[src/rtl/dmem_arbiter_if.sv]
// Bus bundle for the data-memory arbiter: two requester ports (A = pipeline
// MEM stage, B = loader/debug), the shared error flag and the memory port.
// The arbiter uses the slave view; the requesters/memory side uses master.
interface dmem_arbiter_if;
    logic        a_req;
    logic        a_we;
    logic [31:0] a_addr;
    logic [31:0] a_wdata;
    logic [31:0] a_rdata;
    logic        a_ack;
    logic        a_stall;

    logic        b_req;
    logic        b_we;
    logic [31:0] b_addr;
    logic [31:0] b_wdata;
    logic [31:0] b_rdata;
    logic        b_ack;

    logic        err;

    logic        mem_read;
    logic        mem_write;
    logic [31:0] mem_addr;
    logic [31:0] mem_wdata;
    logic [31:0] mem_rdata;

    modport slave (
        input  a_req, a_we, a_addr, a_wdata,
        output a_rdata, a_ack, a_stall,
        input  b_req, b_we, b_addr, b_wdata,
        output b_rdata, b_ack,
        output err,
        output mem_read, mem_write, mem_addr, mem_wdata,
        input  mem_rdata
    );

    modport master (
        output a_req, a_we, a_addr, a_wdata,
        input  a_rdata, a_ack, a_stall,
        output b_req, b_we, b_addr, b_wdata,
        input  b_rdata, b_ack,
        input  err,
        input  mem_read, mem_write, mem_addr, mem_wdata,
        output mem_rdata
    );
endinterface

[src/rtl/dmem_arbiter.sv]
// Two-port data-memory arbiter. Each access walks IDLE -> ACCESS -> RESP:
// the winning request is latched on entry to ACCESS, the memory is strobed
// for exactly one cycle, and the winner is acked in RESP. Port A normally
// wins; port B wins when A is not requesting or after STARVE_MAX A grants
// were made while B was asking. Misaligned accesses never touch memory and
// complete with err.
module dmem_arbiter #(
    parameter int unsigned STARVE_MAX = 4
) (
    input logic           clk,
    input logic           reset,
    dmem_arbiter_if.slave bus
);

    localparam int unsigned    CNT_W   = (STARVE_MAX < 1) ? 1 : $clog2(STARVE_MAX + 1);
    localparam logic [CNT_W-1:0] CNT_MAX = CNT_W'(STARVE_MAX);

    typedef enum logic [1:0] {
        IDLE   = 2'd0,
        ACCESS = 2'd1,
        RESP   = 2'd2
    } state_t;

    typedef enum logic {
        PORT_A = 1'b0,
        PORT_B = 1'b1
    } port_t;

    state_t           state;
    state_t           state_next;
    port_t            winner;
    logic             grant;
    logic             grant_b;
    logic             op_we;
    logic [31:0]      op_addr;
    logic [31:0]      op_wdata;
    logic [31:0]      rd_data;
    logic [CNT_W-1:0] starve_cnt;
    logic             starve_hit;
    logic             misaligned;
    logic             in_access;
    logic             in_resp;

    assign starve_hit = (starve_cnt == CNT_MAX);
    assign misaligned = |op_addr[1:0];
    assign in_access  = (state == ACCESS);
    assign in_resp    = (state == RESP);

    // Next state and grant decision; in RESP only the port not being acked may win.
    always_comb begin
        state_next = state;
        grant      = 1'b0;
        grant_b    = 1'b0;
        case (state)
            IDLE: begin
                if (bus.a_req || bus.b_req) begin
                    grant      = 1'b1;
                    grant_b    = bus.b_req && (!bus.a_req || starve_hit);
                    state_next = ACCESS;
                end
            end
            ACCESS: begin
                state_next = RESP;
            end
            RESP: begin
                state_next = IDLE;
                if (winner == PORT_A && bus.b_req) begin
                    grant      = 1'b1;
                    grant_b    = 1'b1;
                    state_next = ACCESS;
                end else if (winner == PORT_B && bus.a_req) begin
                    grant      = 1'b1;
                    grant_b    = 1'b0;
                    state_next = ACCESS;
                end
            end
            default: begin
                state_next = IDLE;
            end
        endcase
    end

    // State register; reset drops straight back to IDLE from any state.
    always_ff @(posedge clk or posedge reset) begin
        if (reset) begin
            state <= IDLE;
        end else begin
            state <= state_next;
        end
    end

    // Latch the winning port's operation at the moment of the grant.
    always_ff @(posedge clk or posedge reset) begin
        if (reset) begin
            winner   <= PORT_A;
            op_we    <= 1'b0;
            op_addr  <= 32'd0;
            op_wdata <= 32'd0;
        end else if (grant) begin
            winner   <= grant_b ? PORT_B : PORT_A;
            op_we    <= grant_b ? bus.b_we : bus.a_we;
            op_addr  <= grant_b ? bus.b_addr : bus.a_addr;
            op_wdata <= grant_b ? bus.b_wdata : bus.a_wdata;
        end
    end

    // Count A grants made while B asks; any B grant gives B a fresh budget.
    always_ff @(posedge clk or posedge reset) begin
        if (reset) begin
            starve_cnt <= '0;
        end else if (grant) begin
            if (grant_b) begin
                starve_cnt <= '0;
            end else if (bus.b_req && !starve_hit) begin
                starve_cnt <= starve_cnt + CNT_W'(1);
            end
        end
    end

    // Capture load data at the end of ACCESS; writes and misaligned ops return 0.
    always_ff @(posedge clk or posedge reset) begin
        if (reset) begin
            rd_data <= 32'd0;
        end else if (in_access) begin
            rd_data <= (op_we || misaligned) ? 32'd0 : bus.mem_rdata;
        end
    end

    // Memory strobes, acks, error and gated read data, all decoded from state.
    always_comb begin
        bus.mem_read  = in_access && !op_we && !misaligned;
        bus.mem_write = in_access && op_we && !misaligned;
        bus.mem_addr  = in_access ? op_addr : 32'd0;
        bus.mem_wdata = in_access ? op_wdata : 32'd0;
        bus.a_ack     = in_resp && (winner == PORT_A);
        bus.b_ack     = in_resp && (winner == PORT_B);
        bus.err       = in_resp && misaligned;
        bus.a_rdata   = bus.a_ack ? rd_data : 32'd0;
        bus.b_rdata   = bus.b_ack ? rd_data : 32'd0;
        bus.a_stall   = bus.a_req && !bus.a_ack;
    end

endmodule

[src/flat_wrapper.sv]
// flat-port wrapper written by rule: the top's interface ports become plain ports
module dmem_arbiter_flat 
#(
    parameter int unsigned STARVE_MAX = 4
)
  (clk, reset, bus_a_req, bus_a_we, bus_a_addr, bus_a_wdata, bus_a_rdata, bus_a_ack, bus_a_stall, bus_b_req, bus_b_we, bus_b_addr, bus_b_wdata, bus_b_rdata, bus_b_ack, bus_err, bus_mem_read, bus_mem_write, bus_mem_addr, bus_mem_wdata, bus_mem_rdata);
  dmem_arbiter_if bus_i ();
  input logic clk;
  input logic reset;
  input wire logic [$bits(bus_i.a_req)-1:0] bus_a_req;
  input wire logic [$bits(bus_i.a_we)-1:0] bus_a_we;
  input wire logic [$bits(bus_i.a_addr)-1:0] bus_a_addr;
  input wire logic [$bits(bus_i.a_wdata)-1:0] bus_a_wdata;
  output wire logic [$bits(bus_i.a_rdata)-1:0] bus_a_rdata;
  output wire logic [$bits(bus_i.a_ack)-1:0] bus_a_ack;
  output wire logic [$bits(bus_i.a_stall)-1:0] bus_a_stall;
  input wire logic [$bits(bus_i.b_req)-1:0] bus_b_req;
  input wire logic [$bits(bus_i.b_we)-1:0] bus_b_we;
  input wire logic [$bits(bus_i.b_addr)-1:0] bus_b_addr;
  input wire logic [$bits(bus_i.b_wdata)-1:0] bus_b_wdata;
  output wire logic [$bits(bus_i.b_rdata)-1:0] bus_b_rdata;
  output wire logic [$bits(bus_i.b_ack)-1:0] bus_b_ack;
  output wire logic [$bits(bus_i.err)-1:0] bus_err;
  output wire logic [$bits(bus_i.mem_read)-1:0] bus_mem_read;
  output wire logic [$bits(bus_i.mem_write)-1:0] bus_mem_write;
  output wire logic [$bits(bus_i.mem_addr)-1:0] bus_mem_addr;
  output wire logic [$bits(bus_i.mem_wdata)-1:0] bus_mem_wdata;
  input wire logic [$bits(bus_i.mem_rdata)-1:0] bus_mem_rdata;
  assign bus_i.a_req = bus_a_req;
  assign bus_i.a_we = bus_a_we;
  assign bus_i.a_addr = bus_a_addr;
  assign bus_i.a_wdata = bus_a_wdata;
  assign bus_a_rdata = bus_i.a_rdata;
  assign bus_a_ack = bus_i.a_ack;
  assign bus_a_stall = bus_i.a_stall;
  assign bus_i.b_req = bus_b_req;
  assign bus_i.b_we = bus_b_we;
  assign bus_i.b_addr = bus_b_addr;
  assign bus_i.b_wdata = bus_b_wdata;
  assign bus_b_rdata = bus_i.b_rdata;
  assign bus_b_ack = bus_i.b_ack;
  assign bus_err = bus_i.err;
  assign bus_mem_read = bus_i.mem_read;
  assign bus_mem_write = bus_i.mem_write;
  assign bus_mem_addr = bus_i.mem_addr;
  assign bus_mem_wdata = bus_i.mem_wdata;
  assign bus_i.mem_rdata = bus_mem_rdata;
  dmem_arbiter #(.STARVE_MAX(STARVE_MAX)) u_core (.clk(clk), .reset(reset), .bus(bus_i));
endmodule
[config.mk]
export PLATFORM = sky130hd
export DESIGN_NAME = dmem_arbiter_flat
export DESIGN_NICKNAME = d
export VERILOG_FILES = /design/src/rtl/dmem_arbiter_if.sv /design/src/rtl/dmem_arbiter.sv /design/src/flat_wrapper.sv
export SDC_FILE = /design/constraint.sdc
export NUM_CORES = 1
export LEC_CHECK = 0
export ABC_AREA = 1
export CORE_ASPECT_RATIO = 1.5
export CORE_MARGIN = 2
export CORE_UTILIZATION = 37
export CTS_BUF_LIST = sky130_fd_sc_hd__clkbuf_8 sky130_fd_sc_hd__clkbuf_16
export DETAILED_ROUTE_END_ITERATION = 7
export MAX_ROUTING_LAYER = met4
export PLACE_DENSITY = 0.76
export SETUP_SLACK_MARGIN = 0.02
export SYNTH_ARGS = -nofsm -noshare
export SYNTH_HDL_FRONTEND = slang
export SYNTH_SLANG_ARGS = --single-unit
export TNS_END_PERCENT = 1
[constraint.sdc]
create_clock -name clk -period 3.65 [get_ports clk]
set_input_delay 0.73 -clock clk [delete_from_list [all_inputs] [get_ports clk]]
set_output_delay 0.73 -clock clk [all_outputs]
set_load 0.01 [all_outputs]
## Word level (Yosys, flattened, before mapping)

Index checks and enable logic that the tools add are counted.

| cells by class | value |
|---|---|
| add/subtract/negate cells | 1 |
| equal/unequal tests | 4 |
| multiplexer cells | 22 |
| bitwise gates (word level) | 1 |
| reductions and logical operators | 24 |

Operator list:

| operator | number |
|---|---|
| two-way mux 32 bit | 7 |
| logical AND 1 bit | 12 |
| two-way mux 1 bit | 8 |
| two-way mux 3 bit | 2 |
| one-hot mux 2 bit (3 select lines) | 1 |
| zero test 1 bit | 5 |
| two-way mux 2 bit | 2 |
| one-hot mux 1 bit (2 select lines) | 2 |
| adder 3 x 1 -> 3 bit, second input constant | 1 |
| == test 3 bit, second input constant | 1 |
| logical OR 1 bit | 3 |
| == test 2 x 1 -> 1 bit, second input constant | 1 |
| == test 2 bit, second input constant | 1 |
| zero test 2 bit | 1 |
| != test 2 x 1 -> 1 bit, second input constant | 1 |
| AND reduction 2 bit | 1 |
| nonzero test 2 bit | 1 |
| OR reduction 2 bit | 1 |
| inverter 1 bit | 1 |

| word-level totals | value |
|---|---|
| bits in registers | 103 |
| bits of input ports | 166 |
| output and inout port bits | 134 |

## Longest topological paths before layout

| depth | value |
|---|---|
| depth in word-level cells | 7 |
| mapped depth | 11 |

## Worst setup path after synthesis

Ideal clock, no wire load.

| path | value |
|---|---|
| kind | register -> output |
| start | register u_core.state[0] |
| end | output port bus_b_rdata[10] |
| arrival | 1295 ps |
| setup slack | 1625 ps |
| cell stages (with the launch flop) | 7 |
| path buffers | 1 |
| path through | dfrtp_1 -> nor2_4 -> inv_1 -> nor2_1 -> inv_1 -> clkbuf_1 -> nor2_1 |

| on the way | value |
|---|---|
| word-level cells in the longest chain between the ends | 3 |

Ends and longest elaborated chain:

| what | RTL line | text |
|---|---|---|
| start, declared | dmem_arbiter.sv:29 | `state_t state;` |
| start signal, assigned | dmem_arbiter.sv:88 | `state <= state_next;` |
| == test 2 bit | dmem_arbiter.sv:47 | `assign in_resp = (state == RESP);` |
| logical AND 1 bit | dmem_arbiter.sv:136 | `bus.b_ack = in_resp && (winner == PORT_B);` |
| named net bus_b_ack | flat_wrapper.sv:22 | `output wire logic [$bits(bus_i.b_ack)-1:0] bus_b_ack;` |
| two-way mux 32 bit | dmem_arbiter.sv:139 | `bus.b_rdata = bus.b_ack ? rd_data : 32'd0;` |
| end, declared | flat_wrapper.sv:21 | `output wire logic [$bits(bus_i.b_rdata)-1:0] bus_b_rdata;` |

The timed path passes the listed nets, and every way through them passes these cells.

## Worst setup path after layout

| path | value |
|---|---|
| start | register u_core.state[0] |
| end | output port bus_b_rdata[21] |

| on the way | value |
|---|---|
| word-level cells in the longest chain between the ends | 3 |

Ends and longest elaborated chain:

| what | RTL line |
|---|---|
| == test 2 bit | dmem_arbiter.sv:47 |
| logical AND 1 bit | dmem_arbiter.sv:136 |
| two-way mux 32 bit | dmem_arbiter.sv:139 |

Every way passes these cells.

==> impl_metrics.json <==
{
  "outcome": "finished clean",
  "critical_path_buf_inv_count": 3,
  "mostFrequentLayoutCell": "clkdlybuf4s50_1",
  "clockRootBuffer": "clkbuf_16",
  "drive_gt1_share_pct": 3.44,
  "clkTransAtPathRegs_ns": 0.07,
  "cp.required_ns": 2.92,
  "vdd_drop_max_uv": 515,
  "dieArea_mm2": 0.0173,
  "dr_total_vias": 6236,
  "drt_iter0_drc": 276,
  "min_period_ns": 3.09,
  "cts_hold_buf": 0,
  "diodes": 0,
  "setup_viol": 0,
  "critPathSlowestCell": "clkdlybuf4s50_1",
  "cp-start-kind": "flop",
  "pwr-share-comb_pct": 53.4,
  "critPathCaptureType": "output pin",
  "cts_tree": "done",
  "synth-adder-area-share_pct": 0.416,
  "htree_levels": 3,
  "wirelength_um": 19200,
  "clkPwrFrac_pct": 16.2,
  "clock_latency_ns": 0.34,
  "hpwl_um": 14000,
  "synth_cell_types": 21,
  "pre_cts_slack_ns": 0.914,
  "worst_r2r_path_depth": 7,
  "ant_nets": 0,
  "fmaxAchievable_mhz": 324,
  "clk_path_buf_depth": 2,
  "ys_seq_elements": 103,
  "utilization_pct": 58.9,
  "core_mm2": 0.0160,
  "grt-ovfl-total": 0,
  "fp.dieH_um": 160,
  "antenna_found_initial": 0,
  "hold_path_class": "flop to flop",
  "setup_slack_ns": 0.559,
  "cpPeakStageDelay_ns": 0.62,
  "setup_tns_ns": 0,
  "nFillCells": 1534,
  "grt_busiest_layer": "met2",
  "cts_setup_buffers": 0,
  "worst_pin_slew_ns": 1.00,
  "seqPwrFrac_pct": 30.4,
  "path_class": "flop to output pin",
  "synth_compound_area_share_pct": 2.87,
  "synth.cell_area_mm2": 0.00601,
  "crit_cells": 6,
  "grt_util_all_layers_pct": 22.6,
  "hold_path_depth": 2,
  "internal_power_mw": 3.71,
  "path_cells": "nor2_4, inv_1, nor2_1, inv_1, nor2_1, clkdlybuf4s50_1",
  "grtUsageMet1_pct": 25.5,
  "syn_avg_cell_area_um2": 6.75,
  "viasPerCell": 4.55,
  "clock_sinks": 103,
  "drv_slew": 0,
  "skew_ns": 0.00803,
  "route.detailed.drc": 0,
  "syn_nets": 1058,
  "power_switching_mw": 2.73,
  "start_util_pct": 37.4,
  "synth-xor-area-share_pct": 0.146,
  "routabilityCongestion": 0.889,
  "pin_count": 300,
  "grt_pass1_vias": 6071,
  "finalHoldViolations": 0,
  "crit_fanout": 32,
  "synth-simple-area-share_pct": 38.4,
  "holdWs_ns": 0.478,
  "layout_common_cells": "clkdlybuf4s50_1, nand2_1, inv_1",
  "wl_per_cell_um": 14.0,
  "netlist_instances": 890,
  "rsz0062_at_grt": "no",
  "ys_warn_count": 0,
  "grt_pass1_wl_um": 30200,
  "cts-buffers-inserted": 9,
  "crit_family": "buffers and inverters",
  "total_leakage_power_nw": 4.53,
  "cts_resized": 0,
  "syn2layout_area_growth_pct": 57.4,
  "switching_share_pct": 42.4,
  "grt_util_met3_pct": 3.51,
  "relSlewSlack_pct": 33.2,
  "nNetsFinal": 1327,
  "synthMuxAreaShare_pct": 0,
  "power-per-cell-area_mw_per_mm2": 681,
  "drv_cap": 0,
  "drt_first_pass_iters": 4,
  "period_share_pct": 84.7,
  "yosysSeqAreaShare_pct": 42.9,
  "grtUsageMet2_pct": 39.7,
  "cp_data_arrival_time_ns": 2.36,
  "grt_max_degree": 72,
  "dieWidth_um": 108,
  "portBuffers": 299,
  "synth_top_family_by_area": "simple AND/OR/NAND/NOR gates",
  "rows": 57
}
[power by group through the flow]
stage          Clock [mW]  Sequential, mW  Combinational [mW]
2_1_floorplan           0            1.90                2.12
3_3_place_gp            0            1.95                3.43
3_5_place_dp            0            1.97                3.48
4_1_cts              1.08            1.95                3.49
5_1_grt              1.13            2.02                3.85
6_report             1.04            1.96                3.44
[logic make-up after synthesis]
family | count (synthesis)
and+or+nand+nor | 520
buffers and inverters | 230
DFF | 103
AOI/OAI and AO/OA | 34
adders and majority gates | 2
xor gates and xnor gates | 1
[tightest hold or removal path, cell delays in order (launching register included)]
cell	delay, ns
dfrtp_1	0.34
nand2_1	0.05
nand2_1	0.05
[area by class of cell]
type | count | area [um^2] | area share (%)
clock buffers | 9 | 225 | 2.38
clock inverters | 7 | 100 | 1.06
inverters | 176 | 663 | 7.01
multi-input cells | 557 | 2520 | 26.6
flip-flops and latches | 103 | 2580 | 27.2
well taps | 206 | 258 | 2.72
repair buffers | 312 | 3120 | 32.9
[stage by stage]
stage	instances	power, mW	cell area, um^2
3_5_place_dp	1354	5.45	9130
6_report	1370	6.44	9460
4_1_cts	1370	6.52	9460
5_1_grt	1370	7.00	9460
3_3_place_gp	1354	5.37	9130
2_1_floorplan	890	4.03	6010
[final timing paths]
path	start	endpoint	slack, ns
min in group asynchronous	reset	u_core.op_addr[13]	0.83
hold / removal	u_core.op_wdata[0]	u_core.op_wdata[0]	0.48
setup reg to reg	u_core.state[1]	u_core.starve_cnt[1]	1.76
hold reg to reg	u_core.op_wdata[0]	u_core.op_wdata[0]	0.48
max in group asynchronous	reset	u_core.op_wdata[19]	2.11
setup / recovery	u_core.state[0]	bus_b_rdata[21]	0.56
[synth_stat cells (all sizes together)]
cell    count  area [um^2]
ha          2         25.0
xnor2       1         8.76
o21ai      33          165
o21bai      1         7.51
nor2      137          524
nand3      72          365
clkbuf     17         63.8
nand2     245          925
inv       176          661
nor4        1         6.26
buf        37          191
nand3b     65          488
dfrtp     103         2580
[sequential cells by signal (all words and copies together) (netlist names)]
name               flops
u_core.op_addr        32
u_core.op_wdata       32
u_core.op_we           1
u_core.rd_data        32
u_core.starve_cnt      3
u_core.state           2
u_core.winner          1
[metal layers]
layer / routed length [um] / part of all wire [%] / vias to the layer above
met2: 10100 / 53 / 189
met5: 0 / 0 / -
met1: 7480 / 39 / 2848
li1: - / - / 3163
met4: 633 / 3.3 / 0
met3: 1000 / 5.2 / 36
No activity file was read; power rests on OpenSTA's default activity.
